$ cat config.mk
export PLATFORM = sky130hd
export DESIGN_NAME = frame_sequencer
export DESIGN_NICKNAME = d
export VERILOG_FILES = /design/src/rtl/frame_sequencer.sv
export SDC_FILE = /design/constraint.sdc
export NUM_CORES = 1
export LEC_CHECK = 0
export ABC_AREA = 1
export CAP_MARGIN = 30
export CORE_ASPECT_RATIO = 1.25
export CORE_MARGIN = 2
export CORE_UTILIZATION = 49
export CTS_BUF_LIST = sky130_fd_sc_hd__clkbuf_4 sky130_fd_sc_hd__clkbuf_8
export DETAILED_ROUTE_END_ITERATION = 6
export GPL_ROUTABILITY_DRIVEN = 1
export HOLD_SLACK_MARGIN = 0.05
export PLACE_DENSITY = 0.82
export SYNTH_ARGS = -nofsm -noshare
export SYNTH_HDL_FRONTEND = slang
export SYNTH_SLANG_ARGS = --single-unit
$ cat constraint.sdc
create_clock -name clk -period 4.1 [get_ports clk]
set_clock_uncertainty 0.05 [all_clocks]
set_input_delay 1.23 -clock clk [delete_from_list [all_inputs] [get_ports clk]]
set_output_delay 1.23 -clock clk [all_outputs]
set_load 0.05 [all_outputs]
$ cat src/rtl/frame_sequencer.sv
// Frame-level sequencer for the dual-channel FFT amplitude-difference datapath.
// It resets the AD FIFOs and the datapath, waits for a full frame, lets the
// datapath drain it, and latches the root/magnitude result with its peak bin.
// A shared counter times the reset pulse and acts as the watchdog in the
// wait states.
module frame_sequencer #(
  parameter int DATA_NUM       = 2048,
  parameter int ADDR_WIDTH     = $clog2(DATA_NUM),
  parameter int RES_WIDTH      = 25,
  parameter int RST_CYCLES     = 8,
  parameter int TIMEOUT_CYCLES = 65536
) (
  input  logic                  clk,
  input  logic                  rst,
  input  logic                  run,
  input  logic                  single,
  input  logic                  abort,
  input  logic                  err_clr,
  input  logic                  fifo_rst_busy,
  input  logic                  fifo_full,
  input  logic                  fft_tlast,
  input  logic                  root_valid,
  input  logic [RES_WIDTH-1:0]  root_result,
  input  logic [ADDR_WIDTH-1:0] peak_addr,
  output logic                  fifo_rst,
  output logic                  dp_rst,
  output logic                  ad_fifo_ready,
  output logic                  busy,
  output logic                  result_valid,
  output logic [RES_WIDTH-1:0]  result_amp,
  output logic [ADDR_WIDTH-1:0] result_bin,
  output logic [15:0]           frame_cnt,
  output logic                  timeout_err
);

  // The counter must hold both the reset pulse length and the watchdog limit.
  localparam int CNT_MAX = (TIMEOUT_CYCLES > RST_CYCLES) ? TIMEOUT_CYCLES : RST_CYCLES;
  localparam int CNT_W   = $clog2(CNT_MAX + 1);

  typedef enum logic [2:0] {
    ST_IDLE      = 3'd0,
    ST_RESET     = 3'd1,
    ST_WAIT_RB   = 3'd2,
    ST_FILL      = 3'd3,
    ST_PROC      = 3'd4,
    ST_WAIT_ROOT = 3'd5
  } state_t;

  state_t           state;
  state_t           state_nx;
  logic [CNT_W-1:0] cnt;
  logic             is_wait_s;
  logic             wd_hit_s;
  logic             timeout_s;
  logic             done_s;

  // Next-state decision: abort beats the watchdog, which beats normal progress.
  always_comb begin
    state_nx  = state;
    timeout_s = 1'b0;
    done_s    = 1'b0;
    is_wait_s = (state == ST_WAIT_RB) || (state == ST_FILL) ||
                (state == ST_PROC)    || (state == ST_WAIT_ROOT);
    wd_hit_s  = (cnt == CNT_W'(TIMEOUT_CYCLES - 1));
    if (abort) begin
      state_nx = ST_IDLE;
    end else if (is_wait_s && wd_hit_s) begin
      timeout_s = 1'b1;
      state_nx  = run ? ST_RESET : ST_IDLE;
    end else begin
      case (state)
        ST_IDLE: begin
          if (run || single) state_nx = ST_RESET;
          else               state_nx = ST_IDLE;
        end
        ST_RESET: begin
          if (cnt == CNT_W'(RST_CYCLES - 1)) state_nx = ST_WAIT_RB;
          else                               state_nx = ST_RESET;
        end
        ST_WAIT_RB: begin
          if (!fifo_rst_busy) state_nx = ST_FILL;
          else                state_nx = ST_WAIT_RB;
        end
        ST_FILL: begin
          if (fifo_full) state_nx = ST_PROC;
          else           state_nx = ST_FILL;
        end
        ST_PROC: begin
          if (fft_tlast) state_nx = ST_WAIT_ROOT;
          else           state_nx = ST_PROC;
        end
        ST_WAIT_ROOT: begin
          if (root_valid) begin
            done_s   = 1'b1;
            state_nx = run ? ST_RESET : ST_IDLE;
          end else begin
            state_nx = ST_WAIT_ROOT;
          end
        end
        default: state_nx = ST_IDLE;
      endcase
    end
  end

  // State, counter and registered outputs, all derived from the next state.
  always_ff @(posedge clk or posedge rst) begin
    if (rst) begin
      state         <= ST_IDLE;
      cnt           <= '0;
      fifo_rst      <= 1'b0;
      dp_rst        <= 1'b0;
      ad_fifo_ready <= 1'b0;
      busy          <= 1'b0;
      result_valid  <= 1'b0;
      result_amp    <= '0;
      result_bin    <= '0;
      frame_cnt     <= 16'd0;
      timeout_err   <= 1'b0;
    end else begin
      state <= state_nx;
      // Counter restarts on every state entry and is idle-parked at zero.
      if ((state_nx != state) || (state_nx == ST_IDLE)) cnt <= '0;
      else                                              cnt <= cnt + CNT_W'(1);
      fifo_rst      <= (state_nx == ST_RESET);
      dp_rst        <= (state_nx == ST_RESET);
      ad_fifo_ready <= (state_nx == ST_PROC);
      busy          <= (state_nx != ST_IDLE);
      result_valid  <= done_s;
      if (done_s) begin
        result_amp <= root_result;
        result_bin <= peak_addr;
        frame_cnt  <= frame_cnt + 16'd1;
      end else begin
        result_amp <= result_amp;
        result_bin <= result_bin;
        frame_cnt  <= frame_cnt;
      end
      // A new timeout wins over a simultaneous clear.
      if (timeout_s)    timeout_err <= 1'b1;
      else if (err_clr) timeout_err <= 1'b0;
      else              timeout_err <= timeout_err;
    end
  end

endmodule

==> results of run 1 <==
## state kept, by name, indices dropped and copies added (netlist names)
| register | flops |
|---|---|
| result_bin | 11 |
| dp_rst | 1 |
| cnt | 17 |
| busy | 1 |
| frame_cnt | 16 |
| state | 3 |
| result_amp | 25 |
| result_valid | 1 |
| timeout_err | 1 |
| ad_fifo_ready | 1 |
## layer usage
metal  GRT usage, %  wire [microns]  vias up
li1               -               -     1469
met1           24.7            3250     1432
met2           35.2            4110       98
met3           3.15             335       18
met4           10.8             212        0
met5              0               0        -
## cells in the mapped netlist (all sizes together), types with 2 or more instances
cell type	n	share of area (%)
nand4	5	0.87
nor4	2	0.35
buf	4	1.2
dfrtp	77	53
inv	34	3.5
xnor2	11	2.7
nor3	2	0.42
nand3	25	4.4
nand2	159	18
o21ai	4	0.55
nor2	58	8.8
xor2	14	3.4
ha	3	1.0
clkbuf	7	0.73
## worst paths after layout
kind	start	end	slack (ns)	cells past startpoint
setup / recovery	cnt[0]$_DFF_PP0_	cnt[2]$_DFF_PP0_	0.97	19
hold / removal	cnt[0]$_DFF_PP0_	cnt[0]$_DFF_PP0_	0.42	1
setup reg to reg	cnt[0]$_DFF_PP0_	cnt[2]$_DFF_PP0_	0.97	19
hold reg to reg	cnt[0]$_DFF_PP0_	cnt[0]$_DFF_PP0_	0.42	1
max in group asynchronous	rst	result_amp[16]$_DFFE_PP0P_	1.99	3
min in group asynchronous	rst	state[1]$_DFF_PP0_	1.22	2
## final cells by class
cell class / instances / area (sq um) / area share [%]
tap: 92 / 115 / 2.34
clock buffer: 9 / 124 / 2.52
inverter: 34 / 128 / 2.60
timing repair buffer: 106 / 1050 / 21.4
clock inverter: 7 / 80.1 / 1.63
multi-input combinational: 289 / 1490 / 30.2
sequential: 77 / 1930 / 39.2
## cells by family (layout without fill, tap and decap cells)
logic type / Yosys count / count (layout) / synth area share (%)
and+or+nand+nor: 254 / 254 / 33.0
DFF: 77 / 77 / 53.4
buffers and inverters: 45 / 156 / 5.48
xor gates and xnor gates: 25 / 25 / 6.07
AOI/OAI and AO/OA: 7 / 7 / 1.04
adders and majority gates: 3 / 3 / 1.04
## power by group through the flow
stage          combinational (mW)  clock, mW  sequential [mW]
2_1_floorplan              0.0469          0            0.786
5_1_grt                     0.116      0.629            0.766
4_1_cts                     0.108      0.598            0.765
6_report                    0.106      0.587            0.765
3_5_place_dp                0.108          0            0.780
3_3_place_gp                0.107          0            0.780
==> results.md, run 1 <==
* Status: completed
* Gr ovfl total at 0
* First-pass GRT wire length at 12900 microns
* Fillers at 603
* EDFF count, synth at 0
* Syn nets at 460
* Worst path cell trace: ha_1 > nand2_1 > nor2_1 > nand2_1 > nor2_1 > nand3_1 > nor2_1 > nand3_1 > nor3_1 > ha_1 > nand3_4 > nand2_4 > nor2_8 > nand2_2 > nand2_1 > nor2_2 > nor2_4 > nand2_4 > nor2_1
* Placed cells at 598
* Internal at 1.10 mW
* Peak VDD IR at around 0.00018 V
* RSZ-0062 raised after global routing: no
* Nets at 566
* # clock sinks at 77
* # resized after CTS at 0
* Cells after Synth at 411
* WP data required at 4.27 ns
* Max_cap viols at 0
* TritonRoute pass-1 iters at 4
* Clk slew on worst S/H paths at 0.08 ns
* Clk pwr share at 40.2%
* DR iter-0 viols at ~150
* Worst Path Arrival at 3.30 ns
* Routed vias/inst at between 4 and 5
* Initial antenna violation count at 0
* Longest Clk Path Bufs at 2
* Seq cells post-synth at 77
* Placed cell areas at 0.00471 sq mm
* Final setup viols at 0
* Hold Vio Cnt, Final at 0
* Combinational share of power at 7.3%
* Gpl congestion at between 0.8 and 0.9
* Final WL at 7910 microns
* Layout Cells excl Fill at 614
* H-tree depth at 3
* Setup WS pre-CTS at 0.783 ns
* Worst skew pair latency at 0.35 ns
* Max_slew headroom at between 50% and 60%
* Fin. max-slew vios at 0
* Antenna cell count at 0
* Core ar. at around 0.0073 sq mm
* Commonest non-fill, non-tap cell in the layout: nand2_1
* Final core utilization at 67.6%
* Total leakage power at 2.39 nW
* ANT nets after route at 0
* Pwr Density at 297 mW/mm^2
* Fin crit share at 76.4%
* Chip Width at 80.8 microns
* Flop pwr share at 52.5%
* Largest net degree at the start of global routing at 43
* Synth Flop Type: dfrtp_1
* Startpoint types: flip-flop
* Die ar. at 0.00807 sq mm
* Initial core utilization at 49.7%
* Chip Height at around 100 microns
* CTS Buf Count at 9
* Library cells used by synthesis at 32
* Vias at 3017
* Register area share after synthesis at about 53%
* Hold slack at 0.417 ns
* CTS Hold Buffers Added at 0
* Total buffers and inverters traversed by the critical path at 0
* Hold crit path type: reg -> reg
* Most common cell type on the critical path: nor2_1
* Commonest non-fill, non-tap cells in the layout: 151 x nand2_1, 103 x clkdlybuf4s50_1, 77 x dfrtp_1, 45 x nor2_1, 30 x inv_1
* # port buffers at 103
* Least-Margin Pin Slew at about 0.66 ns
* Critical-path top delay cell: dfrtp_1
* Final setup TNS at 0 ns
* Crit path time final at 3.13 ns
* Crit Path Max Fanout at 17
* CP Class: reg -> reg
* Critical Path Max Stage Delay at between 0.3 and 0.4 ns
* Synthesized area at approximately 0.0036 sq mm
* Synth Warn # at 0
* Crit end category: flip-flop
* I/O pin cnt at 104
* CTS tree: done
* Async SR Flop Fraction at 100%
* Total Power at around 1.5 mW
* Mean Syn Cell Area at approximately 8.8 sq um
* Clk Tree Root Cell: clkbuf_8
* Num rows at 35
* Top delay family on crit path: simple AND/OR/NAND/NOR gates
* Dpl hpwl at 5770 microns
* Sw power at between 0.3 and 0.4 mW
* Post-CTS setup buffers at 0
* Sw frac at between 20% and 30%
* Drt drc at 0
* Area growth syn-to-layout at 36.1%
* Final Cell Area at roughly 0.0049 sq mm
* Total GRT Usage at 20.5%
* Share of cells above drive strength 1 at under 10%
* Fmax at roughly 320 MHz
* Routed wire per std cell at between 10 and 15 microns
* Final worst setup slack at a little under 1 ns
* Vias in the first global route at 2925
No activity file was read; power rests on OpenSTA's default activity.
==> run 2: changes to the inputs <==
CORE_UTILIZATION = 44   (was 49)
PLACE_DENSITY = 0.78   (was 0.82)
clock period = 2.5 ns   (was 4.1 ns; I/O delays follow)
==> run 2 against run 1 <==
The flow now finishes with violations (negative setup slack). Final area up 8.1%. Clock power up 77%. Utilization down 0.19 points. Critical endpoint is now cnt[10]$_DFF_PP0_. Register-to-register slack worse by 1.1 ns. Sequential power up 65%. Die area up 11%. Global-route usage down 1.4 points.
==> results.md, run 2 (synthesis gave the netlist of run 1 again) <==
* Status: finished with violations
* Violations in the final reports: negative setup slack
* Largest net degree at the start of global routing at 78 (+81%)
* Fin. max-slew vios at 0 (unchanged)
* First-pass GRT wire length at 13800 microns (+6.5%)
* Max_slew headroom at 64.3% (+8.2 points)
* Met3 WL post-DR at 377 microns (+13%)
* CP Class: reg -> reg
* TritonRoute pass-1 iters at 5 (+1)
* Biggest regs: result_amp (25), cnt (17), frame_cnt (16)
* I/O pin cnt at 104 (unchanged)
* Final setup viols at 25 (+25)
* Least-Margin Pin Slew at 0.534 ns (-0.124 ns)
* Nets at 592 (+4.6%)
* ANT nets after route at 0 (unchanged)
* Hold slack at 0.431 ns (+0.0143 ns)
* Longest Clk Path Bufs at 2 (unchanged)
* Chip Height at 105 microns (+5.3%)
* Antenna cell count at 0 (unchanged)
* Final core utilization at 67.4% (-0.19 points)
* Total leakage power at 2.57 nW (+7.7%)
* Commonest non-fill, non-tap cell in the layout: nand2_1
* Biggest register: result_amp
* Hold Vio Cnt, Final at 0 (unchanged)
* Fmax at 375 MHz (+17%)
* Max_cap viols at 0 (unchanged)
* Sequential cell area at 0.00193 sq mm (unchanged)
* Drt drc at 0 (unchanged)
* Final WL at 8610 microns (+8.8%)
* Startpoint types: flip-flop
* Peak VDD IR at 0.000298 V (+67%)
* Core ar. at 0.00788 sq mm (+8.4%)
* Clk Tree Root Cell: clkbuf_8
* Top layer reached by signal wires: met4
* CTS Buf Count at 9 (unchanged)
* # port buffers at 103 (unchanged)
* Die ar. at 0.00895 sq mm (+11%)
* Pwr Density at 476 mW/mm^2 (+60%)
* Commonest non-fill, non-tap cells in the layout: 148 x nand2_1, 102 x clkdlybuf4s50_1, 77 x dfrtp_1, 35 x nor2_1, 30 x inv_1
* Fin crit share at 107% (+30 points)
* Vias in the first global route at 3099 (+5.9%)
* Initial core utilization at 45.8% (-3.9 points)
* Routed vias/inst at 4.85 (-1.3%)
* CTS tree: done
* Total Power at 2.53 mW (+73%)
* Fillers at 611 (+1.3%)
* Chip Width at 85.0 microns (+5.3%)
* Area growth syn-to-layout at 47.1%
* Metal2 WL at 4670 microns (+14%)
* Worst Path Arrival at 2.89 ns (-0.41 ns)
* Crit Path Max Fanout at 8 (-9)
* DR iter-0 viols at 157 (+3.3%)
* # clock sinks at 77 (unchanged)
* Max reg flops at 25 (unchanged)
* Clk slew on worst S/H paths at 0.08 ns (about the same)
* Num rows at 36 (+2.9%)
* Share of cells above drive strength 1 at 17.2% (+7.4 points)
* Gpl congestion at 0.873 (+5.6%)
* Area occupied by multi-input gates at 0.00162 sq mm (+8.9%)
* Dpl hpwl at 5960 microns (+3.3%)
* Total GRT Usage at 19.1% (-1.4 points)
* Crit end category: flip-flop
* Final worst setup slack at -0.167 ns (-1.13 ns)
* Worst skew pair latency at 0.34 ns (about the same)
* CTS Hold Buffers Added at 0 (unchanged)
* Hold crit path type: reg -> reg
* Routed wire per std cell at 13.4 microns (+4.1%)
* H-tree depth at 3 (unchanged)
* WL met1 at 3370 microns (+3.4%)
* Final setup TNS at -3.02 ns (-3.02 ns)
* WP data required at 2.73 ns (-1.54 ns)
* Gr ovfl total at 0 (unchanged)
* Vias at 3113 (+3.2%)
* Crit path time final at 2.67 ns (-0.466 ns)
* RSZ-0062 raised after global routing: yes
* Initial antenna violation count at 0 (unchanged)
* Setup WS pre-CTS at -0.230 ns (-1.01 ns)
[run 2: layout make-up]
| cell class | instances | share of cell area (%) |
|---|---|---|
| multi-input combinational | 291 | 30.5 |
| timing repair buffer | 130 | 24.2 |
| inverter | 34 | 2.61 |
| clock buffer | 10 | 2.59 |
| sequential | 77 | 36.3 |
| clock inverter | 5 | 1.60 |
| tap | 95 | 2.24 |
[run 2: worst max-delay path, stage by stage (launching register included)]
cell and delay [ns]:
dfrtp_1 0.36, ha_2 0.20, nand2_2 0.07, nor2_2 0.10, nand2_1 0.07, nor2_2 0.11
nand3_2 0.11, nor2_2 0.14, nand3_2 0.08, nor3_2 0.11, ha_2 0.21, nand3_4 0.10
nand2_4 0.10, nor2_8 0.05, nand2_4 0.06, nand2_1 0.05, nand2_1 0.07, nand3_2 0.10
nor2_4 0.15, buf_12 0.13, nand2_8 0.10, nor2_4 0.10
[run 2: final timing paths]
kind | depth (start not counted) | endpoint | start | slack [ns]
max reg2reg | 21 | cnt[10]$_DFF_PP0_ | cnt[0]$_DFF_PP0_ | -0.17
min | 2 | result_amp[5]$_DFFE_PP0P_ | result_amp[5]$_DFFE_PP0P_ | 0.43
min reg2reg | 2 | result_amp[5]$_DFFE_PP0P_ | result_amp[5]$_DFFE_PP0P_ | 0.43
min in group asynchronous | 3 | state[2]$_DFF_PP0_ | rst | 0.82
max | 21 | cnt[10]$_DFF_PP0_ | cnt[0]$_DFF_PP0_ | -0.17
max in group asynchronous | 3 | frame_cnt[4]$_DFFE_PP0P_ | rst | 1.27
[run 2: through the flow]
step | instances | area [sq um]
after global routing | 642 | 5310
after CTS | 635 | 5160
after floorplan | 411 | 3650
after detailed placement | 615 | 4870
final | 642 | 5310
after global placement | 615 | 4870
[run 2: repair_timing]
action,in CTS,in global routing
setup endpoints to repair,23,72
pin swaps,0,3
gates resized for setup,6,19
buffers inserted,4,6
cloned,1,1
[run 2: where the power goes]
group / total [mW] / internal (mW) / switching, mW
clock: 1.04 / 0.587 / 0.454
combinational: 0.231 / 0.112 / 0.119
sequential: 1.26 / 1.25 / 0.00514
total: 2.53 / 1.95 / 0.578
[run 2: metal layers]
metal	vias to the layer above	global-route usage, %
met1	1470	22.0
met3	18	3.05
li1	1522	-
met2	103	33.8
met5	-	0
met4	0	9.86
